`src/rtl/ahb_slv_dec_mux_pkg.sv`:
```
// Shared AHB-Lite constants for the slave decoder / response multiplexer.
package ahb_slv_dec_mux_pkg;

    localparam logic [1:0] HTRANS_IDLE   = 2'b00;
    localparam logic [1:0] HTRANS_BUSY   = 2'b01;
    localparam logic [1:0] HTRANS_NONSEQ = 2'b10;
    localparam logic [1:0] HTRANS_SEQ    = 2'b11;

    localparam logic [1:0] HRESP_OKAY    = 2'b00;
    localparam logic [1:0] HRESP_ERROR   = 2'b01;

    localparam int NUM_SLV = 4;
    localparam int S0      = 0;
    localparam int S1      = 1;
    localparam int S2      = 2;
    localparam int S3      = 3;

endpackage

```
`src/rtl/ahb_err_log.sv`:
```
// Debug log of ERROR responses and data-phase stalls; observation only, never alters the bus.
module ahb_err_log
    import ahb_slv_dec_mux_pkg::*;
#(
    parameter int ADDR_W = 32,
    parameter int TO_CYC = 256
) (
    input  logic              pll_core_cpuclk,
    input  logic              pad_cpu_rst_b,
    input  logic              err_clr,
    input  logic              dsel_any,
    input  logic              hready_m,
    input  logic [1:0]        hresp_m,
    input  logic [ADDR_W-1:0] daddr,
    output logic              err_vld,
    output logic [ADDR_W-1:0] err_addr,
    output logic [7:0]        err_cnt,
    output logic              to_flag
);

    localparam int WC_W = $clog2(TO_CYC) + 1;
    localparam logic [WC_W-1:0] WC_LAST = WC_W'(TO_CYC - 1);

    logic [WC_W-1:0]   wait_cnt_r;
    logic              err_vld_r;
    logic [ADDR_W-1:0] err_addr_r;
    logic [7:0]        err_cnt_r;
    logic              to_flag_r;
    logic              err_evt_s;
    logic              to_evt_s;

    // ERROR is logged on its second (hready=1) beat so a two-cycle response counts once
    assign err_evt_s = dsel_any & hready_m & (hresp_m == HRESP_ERROR);
    assign to_evt_s  = dsel_any & ~hready_m & (wait_cnt_r == WC_LAST);

    // Stall counter; parks at its limit so a very long stall cannot wrap
    always_ff @(posedge pll_core_cpuclk or negedge pad_cpu_rst_b) begin
        if (!pad_cpu_rst_b) begin
            wait_cnt_r <= '0;
        end else if (hready_m) begin
            wait_cnt_r <= '0;
        end else if (dsel_any && (wait_cnt_r != WC_LAST)) begin
            wait_cnt_r <= wait_cnt_r + WC_W'(1);
        end
    end

    // Sticky error/timeout log; a clear in the same cycle as an event drops the event
    always_ff @(posedge pll_core_cpuclk or negedge pad_cpu_rst_b) begin
        if (!pad_cpu_rst_b) begin
            err_vld_r  <= 1'b0;
            err_addr_r <= '0;
            err_cnt_r  <= 8'h00;
            to_flag_r  <= 1'b0;
        end else if (err_clr) begin
            err_vld_r  <= 1'b0;
            err_addr_r <= '0;
            err_cnt_r  <= 8'h00;
            to_flag_r  <= 1'b0;
        end else begin
            if (err_evt_s) begin
                err_vld_r <= 1'b1;
                if (!err_vld_r) begin
                    err_addr_r <= daddr;
                end
                if (err_cnt_r != 8'hFF) begin
                    err_cnt_r <= err_cnt_r + 8'd1;
                end
            end
            if (to_evt_s) begin
                to_flag_r <= 1'b1;
            end
        end
    end

    assign err_vld  = err_vld_r;
    assign err_addr = err_addr_r;
    assign err_cnt  = err_cnt_r;
    assign to_flag  = to_flag_r;

endmodule

```
`src/rtl/ahb_slv_dec_mux.sv`:
```
// Single-master AHB-Lite address decoder and response mux for slaves s0..s3 (s3 = default slave).
module ahb_slv_dec_mux
    import ahb_slv_dec_mux_pkg::*;
#(
    parameter int              ADDR_W  = 32,
    parameter logic [31:0]     S0_BASE = 32'h0000_0000,
    parameter logic [31:0]     S0_MASK = 32'hFFF0_0000,
    parameter logic [31:0]     S1_BASE = 32'h1000_0000,
    parameter logic [31:0]     S1_MASK = 32'hFFFF_0000,
    parameter logic [31:0]     S2_BASE = 32'h4000_0000,
    parameter logic [31:0]     S2_MASK = 32'hF000_0000,
    parameter int              TO_CYC  = 256
) (
    input  logic              pll_core_cpuclk,
    input  logic              pad_cpu_rst_b,
    input  logic [ADDR_W-1:0] haddr,
    input  logic [1:0]        htrans,
    input  logic              hwrite,
    input  logic [2:0]        hsize,
    input  logic [2:0]        hburst,
    input  logic [3:0]        hprot,
    input  logic              hmastlock,
    input  logic [127:0]      hwdata,
    output logic [127:0]      hrdata,
    output logic              hready,
    output logic [1:0]        hresp,
    output logic              hsel_s0,
    output logic              hsel_s1,
    output logic              hsel_s2,
    output logic              hsel_s3,
    input  logic [127:0]      hrdata_s0,
    input  logic              hready_s0,
    input  logic [1:0]        hresp_s0,
    input  logic [127:0]      hrdata_s1,
    input  logic              hready_s1,
    input  logic [1:0]        hresp_s1,
    input  logic [127:0]      hrdata_s2,
    input  logic              hready_s2,
    input  logic [1:0]        hresp_s2,
    input  logic [127:0]      hrdata_s3,
    input  logic              hready_s3,
    input  logic [1:0]        hresp_s3,
    input  logic              err_clr,
    output logic              err_vld,
    output logic [ADDR_W-1:0] err_addr,
    output logic [7:0]        err_cnt,
    output logic              to_flag
);

    logic [NUM_SLV-1:0] match_s;
    logic [NUM_SLV-1:0] hsel_vec_s;
    logic [NUM_SLV-1:0] dsel_r;
    logic [ADDR_W-1:0]  daddr_r;
    logic               xfer_s;
    logic [127:0]       hrdata_s;
    logic               hready_s;
    logic [1:0]         hresp_s;
    logic               unused_fwd_s;

    // Controls and write data go straight to the slaves; the decoder has no use for them
    assign unused_fwd_s = ^{hwrite, hsize, hburst, hprot, hmastlock, hwdata};

    // Priority address decode s0 > s1 > s2, anything else lands on s3
    always_comb begin
        match_s = '0;
        if ((haddr & ADDR_W'(S0_MASK)) == ADDR_W'(S0_BASE)) begin
            match_s[S0] = 1'b1;
        end else if ((haddr & ADDR_W'(S1_MASK)) == ADDR_W'(S1_BASE)) begin
            match_s[S1] = 1'b1;
        end else if ((haddr & ADDR_W'(S2_MASK)) == ADDR_W'(S2_BASE)) begin
            match_s[S2] = 1'b1;
        end else begin
            match_s[S3] = 1'b1;
        end
    end

    // Gating with hready keeps s3's own wait state from re-selecting it forever
    assign xfer_s     = (htrans == HTRANS_NONSEQ) || (htrans == HTRANS_SEQ);
    assign hsel_vec_s = match_s & {NUM_SLV{xfer_s & hready_s}};

    assign hsel_s0 = hsel_vec_s[S0];
    assign hsel_s1 = hsel_vec_s[S1];
    assign hsel_s2 = hsel_vec_s[S2];
    assign hsel_s3 = hsel_vec_s[S3];

    // Data-phase owner and address advance only when the bus completes a beat
    always_ff @(posedge pll_core_cpuclk or negedge pad_cpu_rst_b) begin
        if (!pad_cpu_rst_b) begin
            dsel_r  <= '0;
            daddr_r <= '0;
        end else if (hready_s) begin
            dsel_r  <= hsel_vec_s;
            daddr_r <= haddr;
        end
    end

    // Response mux; an idle data phase (or an illegal multi-hot owner) reads as OKAY/ready
    always_comb begin
        hrdata_s = '0;
        hready_s = 1'b1;
        hresp_s  = HRESP_OKAY;
        case (dsel_r)
            4'b0001: begin
                hrdata_s = hrdata_s0;
                hready_s = hready_s0;
                hresp_s  = hresp_s0;
            end
            4'b0010: begin
                hrdata_s = hrdata_s1;
                hready_s = hready_s1;
                hresp_s  = hresp_s1;
            end
            4'b0100: begin
                hrdata_s = hrdata_s2;
                hready_s = hready_s2;
                hresp_s  = hresp_s2;
            end
            4'b1000: begin
                hrdata_s = hrdata_s3;
                hready_s = hready_s3;
                hresp_s  = hresp_s3;
            end
            default: begin
                hrdata_s = '0;
                hready_s = 1'b1;
                hresp_s  = HRESP_OKAY;
            end
        endcase
    end

    assign hrdata = hrdata_s;
    assign hready = hready_s;
    assign hresp  = hresp_s;

    ahb_err_log #(
        .ADDR_W (ADDR_W),
        .TO_CYC (TO_CYC)
    ) u_err_log (
        .pll_core_cpuclk (pll_core_cpuclk),
        .pad_cpu_rst_b   (pad_cpu_rst_b),
        .err_clr         (err_clr),
        .dsel_any        (|dsel_r),
        .hready_m        (hready_s),
        .hresp_m         (hresp_s),
        .daddr           (daddr_r),
        .err_vld         (err_vld),
        .err_addr        (err_addr),
        .err_cnt         (err_cnt),
        .to_flag         (to_flag)
    );

endmodule
```
`config.mk`:
```
export PLATFORM = sky130hd
export DESIGN_NAME = ahb_slv_dec_mux
export DESIGN_NICKNAME = d
export VERILOG_FILES = /design/src/rtl/ahb_slv_dec_mux_pkg.sv /design/src/rtl/ahb_err_log.sv /design/src/rtl/ahb_slv_dec_mux.sv
export SDC_FILE = /design/constraint.sdc
export NUM_CORES = 1
export LEC_CHECK = 0
export CAP_MARGIN = 20
export CORE_AREA = 2 2 337 339
export CTS_CLUSTER_SIZE = 12
export DETAILED_ROUTE_END_ITERATION = 8
export DIE_AREA = 0 0 339 341
export PLACE_DENSITY_LB_ADDON = 0.3
export SYNTH_ARGS = -nofsm -noshare
export SYNTH_HDL_FRONTEND = slang
export SYNTH_HIERARCHICAL = 1
export SYNTH_SLANG_ARGS = --single-unit
```
`constraint.sdc`:
```
create_clock -name pll_core_cpuclk -period 6.05 [get_ports pll_core_cpuclk]
set_input_delay 0.9075 -clock pll_core_cpuclk [delete_from_list [all_inputs] [get_ports pll_core_cpuclk]]
set_output_delay 0.9075 -clock pll_core_cpuclk [all_outputs]
set_load 0.01 [all_outputs]
```
# Yosys cells after proc, flatten, opt, wreduce, memory -nomap -nowiden
# Cells that the tools add are included.
[totals]
register_bits = 87
inputBits = 701
out_inout_bits = 177
word_cells = 60
[op_classes]
addsub = 2
eq_ne = 13
mux = 21
bitwise_logic = 7
n_reduce_logical = 10
[ops]
columns = ["operator", "count"]
rows = [
  ["128-bit case mux with 4 select lines", 1],
  ["32-bit 2-to-1 mux", 3],
  ["32-bit logical NOT", 1],
  ["8-bit 2-to-1 mux", 3],
  ["9-bit 2-to-1 mux", 2],
  ["16-bit by 13-bit equality test with 1-bit output, second input constant", 1],
  ["9-bit by 1-bit adder with 9-bit output, second input constant", 1],
  ["9-bit by 8-bit equality test with 1-bit output, second input constant", 1],
  ["9-bit by 8-bit inequality test with 1-bit output, second input constant", 1],
  ["8-bit by 1-bit adder with 8-bit output, second input constant", 1],
  ["4-bit by 3-bit equality test with 1-bit output, second input constant", 2],
  ["1-bit 2-to-1 mux", 8],
  ["8-bit inequality test, second input constant", 1],
  ["2-bit case mux with 4 select lines", 1],
  ["2-bit nonzero test", 4],
  ["1-bit AND", 5],
  ["4-bit AND", 1],
  ["2-bit equality test, second input constant", 2],
  ["4-bit by 1-bit equality test with 1-bit output, second input constant", 1],
  ["4-bit by 2-bit equality test with 1-bit output, second input constant", 1],
  ["4-bit equality test, second input constant", 1],
  ["1-bit case mux with 4 select lines", 1],
  ["2-bit AND reduction", 2],
  ["4-bit OR reduction", 1],
  ["7 further kinds", 7],
]

# Longest topological paths before layout
[logic_depth]
depth_word = 7
depth_mapped = 12
ltp_nobuf = 8

# By module
# The synthesis kept the hierarchy.
[by_module_without_submodules]
columns = ["mod", "n_inst", "cells_per_inst", "area_each_um2", "seq_area_each_um2"]
rows = [
  ["ahb_slv_dec_mux", 1, 558, 4337.9, 900.9],
  ["ahb_err_log", 1, 168, 2114.5, 1276.2],
]

# Worst setup path before layout
# Ideal clock, no wire load.
[synth_timing]
path_type = "in2out"
from = "in haddr[23]"
to = "out hsel_s1"
arrival_ns = 2.188
t_required_ns = 5.142
setup_slack_ns = 2.955
path_stages = 3
path_buffers = 0
path_cell_list = "or4_1 > nor4_1 > nor3b_1"
[synth_between]
elab_chain_len = 4
word_cells_on_any_way = 5
cone_classes = "eq/ne (1); mux (2); bitwise (1); reduce/logical (1)"
[synth_rtl]
columns = ["element", "line", "text"]
rows = [
  ["from (decl)", "ahb_slv_dec_mux.sv:16", "input logic [ADDR_W-1:0] haddr,"],
  ["16-bit by 13-bit equality test with 1-bit output", "ahb_slv_dec_mux.sv:68", "end else if ((haddr & ADDR_W'(S1_MASK)) == ADDR_W'(S1_BASE)) begin"],
  ["1-bit 2-to-1 mux", "ahb_slv_dec_mux.sv:68", ""],
  ["3-bit 2-to-1 mux *", "ahb_slv_dec_mux.sv:66", "if ((haddr & ADDR_W'(S0_MASK)) == ADDR_W'(S0_BASE)) begin"],
  ["4-bit AND *", "ahb_slv_dec_mux.sv:79", "assign hsel_vec_s = match_s & {NUM_SLV{xfer_s & hready_s}};"],
  ["to (decl)", "ahb_slv_dec_mux.sv:28", "output logic hsel_s1,"],
]
# Mark *: on every way between the ends. The rest lies on a longest branch, timed or not.

# Worst setup path after layout
# Ends and elaborated chain as after synthesis.

==> impl_metrics.env <==
export IMPL_outcome="finished clean"
export IMPL_die_area_sq_mm=0.116
export IMPL_worstSkewPairLatency_ns=0.36
export IMPL_multi_input_comb_area_sq_mm=0.00392
export IMPL_boundaryPins=878
export IMPL_layoutNonFillerInstCount=2930
export IMPL_cp_slowest_stage_delay_ns=0.63
export IMPL_cts_htree_levels=3
export IMPL_critPathArrivalTime_ns=3.42
export IMPL_cell_internal_pwr_mw=1.60
export IMPL_synth_seq_area_share=0.337
export IMPL_clock_root_buffer="sky130_fd_sc_hd__clkbuf_16"
export IMPL_synthDistinctLibCells=53
export IMPL_synth_edff_count=0
export IMPL_rsz0062_at_grt="no"
export IMPL_layout_drive_gt1_share=0.0554
export IMPL_reg2reg_setup_slack_ns=2.52
export IMPL_max_clock_path_buffers=2
export IMPL_globalRoute_totalOverflow=0
export IMPL_synth_main_ff_cell="sky130_fd_sc_hd__dfrtp_1"
export IMPL_seq_power_share=0.277
export IMPL_drt_iter0_drc=433
export IMPL_yosysWarningCount=6
export IMPL_report_final_slew_viol_count=0
export IMPL_post_cts_setup_buffers=0
export IMPL_io_buffer_count=736
export IMPL_post_drt_wl_per_cell_microns=22.7
export IMPL_n_fill_cell=12800
export IMPL_cts_buffers=9
export IMPL_firstDrtPassIters=5
export IMPL_power_frac_comb=0.438
export IMPL_syn_area_sq_mm=0.00645
export IMPL_post_route_drc_count=0
export IMPL_power_clock_fraction=0.285
export IMPL_cp_data_required_time_ns=5.14
export IMPL_number_of_antenna_violations_at_the_first_check_in_global_routing=40
export IMPL_reg2reg_from="dsel_r[3]$_DFFE_PN0P_"
export IMPL_final_hold_vios=0
export IMPL_power_static_leakage_nw=5.96
export IMPL_min_delay_start="daddr_r[19]$_DFFE_PN0P_"
export IMPL_vdd_ir_drop_worst_uv=114
export IMPL_power_per_cell_area_mw_per_mm2=145
export IMPL_max_cap_viol_count=0
export IMPL_final_seq_area_sq_mm=0.00218
export IMPL_power_total_mw=2.31
export IMPL_tightest_slew_ns=1.34
export IMPL_grt_usage=0.109
export IMPL_drtAntennaViolNets=0
export IMPL_critical_path_slowest_cell="sky130_fd_sc_hd__clkdlybuf4s50_1"
export IMPL_number_of_hold_buffers_added_after_cts=0
export IMPL_postSynthRegisterBits=87
export IMPL_worst_slew_margin_rel=0.107
export IMPL_chipHeight_microns=341
export IMPL_clock_sinks=87
export IMPL_syn_avg_cell_area_sq_um=8.89
export IMPL_min_path_type="register to register"
export IMPL_finalNetCount=2125
export IMPL_chain_of_cells_forming_the_critical_path="clkdlybuf4s50_1, or4_1, nor4_1, buf_4, nor3b_1, clkdlybuf4s50_1"
export IMPL_final_setup_tns_ns=0
export IMPL_initial_core_util=0.0577
export IMPL_endpoint_kind="primary output"
export IMPL_post_synth_inst_count=726
export IMPL_setup_viol=0
export IMPL_critPathLaunchType="primary input"
export IMPL_grt_first_pass_wirelength_mm=86.5
export IMPL_finalCoreUtilization=0.142
export IMPL_fmax_ghz=0.231
export IMPL_grt_pass1_vias=9423
export IMPL_swShare=0.307
export IMPL_cts_reportedPaths_clkPinSlew_ns=0.07
export IMPL_gp_routability_congestion=0.781
export IMPL_dp_final_hpwl_mm=56.8
export IMPL_layout_worst_path_cycle_share=0.715
export IMPL_synth_fp_nets=1430
export IMPL_routed_via_density=3.13
export IMPL_worst_clock_skew_ns=0.0108
export IMPL_vias=9161
export IMPL_die_w_microns=339
export IMPL_cts_tree="built"
export IMPL_most_used_cell_cp="sky130_fd_sc_hd__clkdlybuf4s50_1"
export IMPL_dp_cells=2910
export IMPL_layout_min_cycle_time_ns=4.33
export IMPL_std_cell_rows=123
export IMPL_core_area_sq_mm=0.112
export IMPL_timing_setup_critical_path_class="primary input to primary output"
export IMPL_switching_power_uw=711
export IMPL_asyncSetResetFlopFracSynth=1.00
export IMPL_route_final_wire_length_mm=66.5
export IMPL_post_cts_resize_count=0
export IMPL_timing_critical_path_fanout_max=4
export IMPL_area_growth_pct=147
export IMPL_grt_start_max_net_pins=112
export IMPL_critPathLaunch="haddr[23]"
export IMPL_finalHoldWorstSlack_ns=0.474
state kept, by name, summed over array words and instances (netlist names):
register and flops:
daddr_r 32, u_err_log/err_addr 32, u_err_log/wait_cnt_r 9, u_err_log/err_cnt 8, dsel_r 4, u_err_log/err_vld 1
u_err_log/to_flag 1
metal layers:
layer | wire, microns | GRT usage | vias to the layer above | share of wire
li1 | - | - | 4229 | -
met5 | 126 | 0 | - | 0.0019
met3 | 6270 | 0.0431 | 67 | 0.094
met4 | 474 | 0.0113 | 20 | 0.0071
met2 | 31900 | 0.186 | 492 | 0.48
met1 | 27800 | 0.133 | 4353 | 0.42
cells in the mapped netlist, drive strengths merged (3+ instances only):
cell | count | area (sq um)
a22oi | 260 | 1950
nand2 | 135 | 509
dfrtp | 87 | 2180
clkbuf | 57 | 214
a22o | 32 | 280
mux2 | 32 | 462
nor2 | 27 | 104
buf | 15 | 159
xor2 | 10 | 87.6
and3 | 5 | 32.5
nand3 | 5 | 25.0
nand4 | 5 | 37.5
inv | 4 | 15.0
nor3 | 4 | 25.0
ha | 3 | 37.5
nor2b | 3 | 18.8
nor3b | 3 | 22.5
nor4 | 3 | 18.8
o211ai | 3 | 22.5
o21ai | 3 | 15.0
or3 | 3 | 18.8
power by group through the flow:
| stage | Clock [mW] | Combinational [mW] | Sequential, mW |
|---|---|---|---|
| floorplan | 0 | 0.263 | 0.649 |
| global placement | 0 | 1.04 | 0.651 |
| detailed placement | 0 | 1.03 | 0.652 |
| CTS | 0.688 | 1.04 | 0.641 |
| global route | 0.709 | 1.09 | 0.645 |
| finish | 0.660 | 1.01 | 0.641 |
worst max-delay path: cells and delay by family:
kind	cells	cell delay (ns)
buffers and inverters	3	1.29
AND/OR/NAND/NOR	3	1.23
layout make-up:
class,instances,share of cell area
Tap cell,1500,0.118
Sequential cell,87,0.137
Clock inverter,7,0.00763
Timing Repair Buffer,756,0.476
Antenna cell,4,0.000629
Multi-Input combinational cell,563,0.246
Inverter,4,0.000944
Clock buffer,9,0.0142
cell families after synthesis:
family	Yosys count	share of synthesized area
XOR/XNOR	11	0.0149
flip-flops	87	0.337
multiplexers	34	0.0747
AO/OA/AOI/OAI	312	0.368
adder cells (fa/ha/maj)	3	0.00582
AND/OR/NAND/NOR	203	0.139
buffers and inverters	76	0.0601
metrics by stage:
step | area [sq um] | setup slack, ns
finish | 15900 | 1.72
global route | 15900 | 1.53
CTS | 15900 | 1.64
detailed placement | 15600 | 1.66
global placement | 15600 | 1.67
floorplan | 6450 | 2.95
cell usage in the layout (no fill, tap or decap), types with 9 or more instances in the layout:
cell | synthesis | final
sky130_fd_sc_hd__buf_4 | 4 | 17
sky130_fd_sc_hd__a22o_1 | 32 | 32
sky130_fd_sc_hd__nand2_1 | 134 | 134
sky130_fd_sc_hd__clkdlybuf4s50_1 | 0 | 735
sky130_fd_sc_hd__a22oi_1 | 260 | 260
sky130_fd_sc_hd__clkbuf_16 | 0 | 9
sky130_fd_sc_hd__nor2_1 | 26 | 26
sky130_fd_sc_hd__dfrtp_1 | 87 | 87
sky130_fd_sc_hd__mux2_4 | 27 | 27
sky130_fd_sc_hd__xor2_1 | 10 | 10
worst paths after layout:
| check | end | cells past startpoint |
|---|---|---|
| min in group asynchronous | u_err_log/err_addr[4]$_DFFE_PN0P_ | 1 |
| worst min register to register | u_err_log/err_addr[19]$_DFFE_PN0P_ | 1 |
| worst max-delay path | hsel_s1 | 6 |
| max in group asynchronous | u_err_log/err_addr[17]$_DFFE_PN0P_ | 2 |
| worst max register to register | u_err_log/err_addr[31]$_DFFE_PN0P_ | 8 |
| worst min-delay path | u_err_log/err_addr[19]$_DFFE_PN0P_ | 1 |
(Power assumes the default switching activity.)
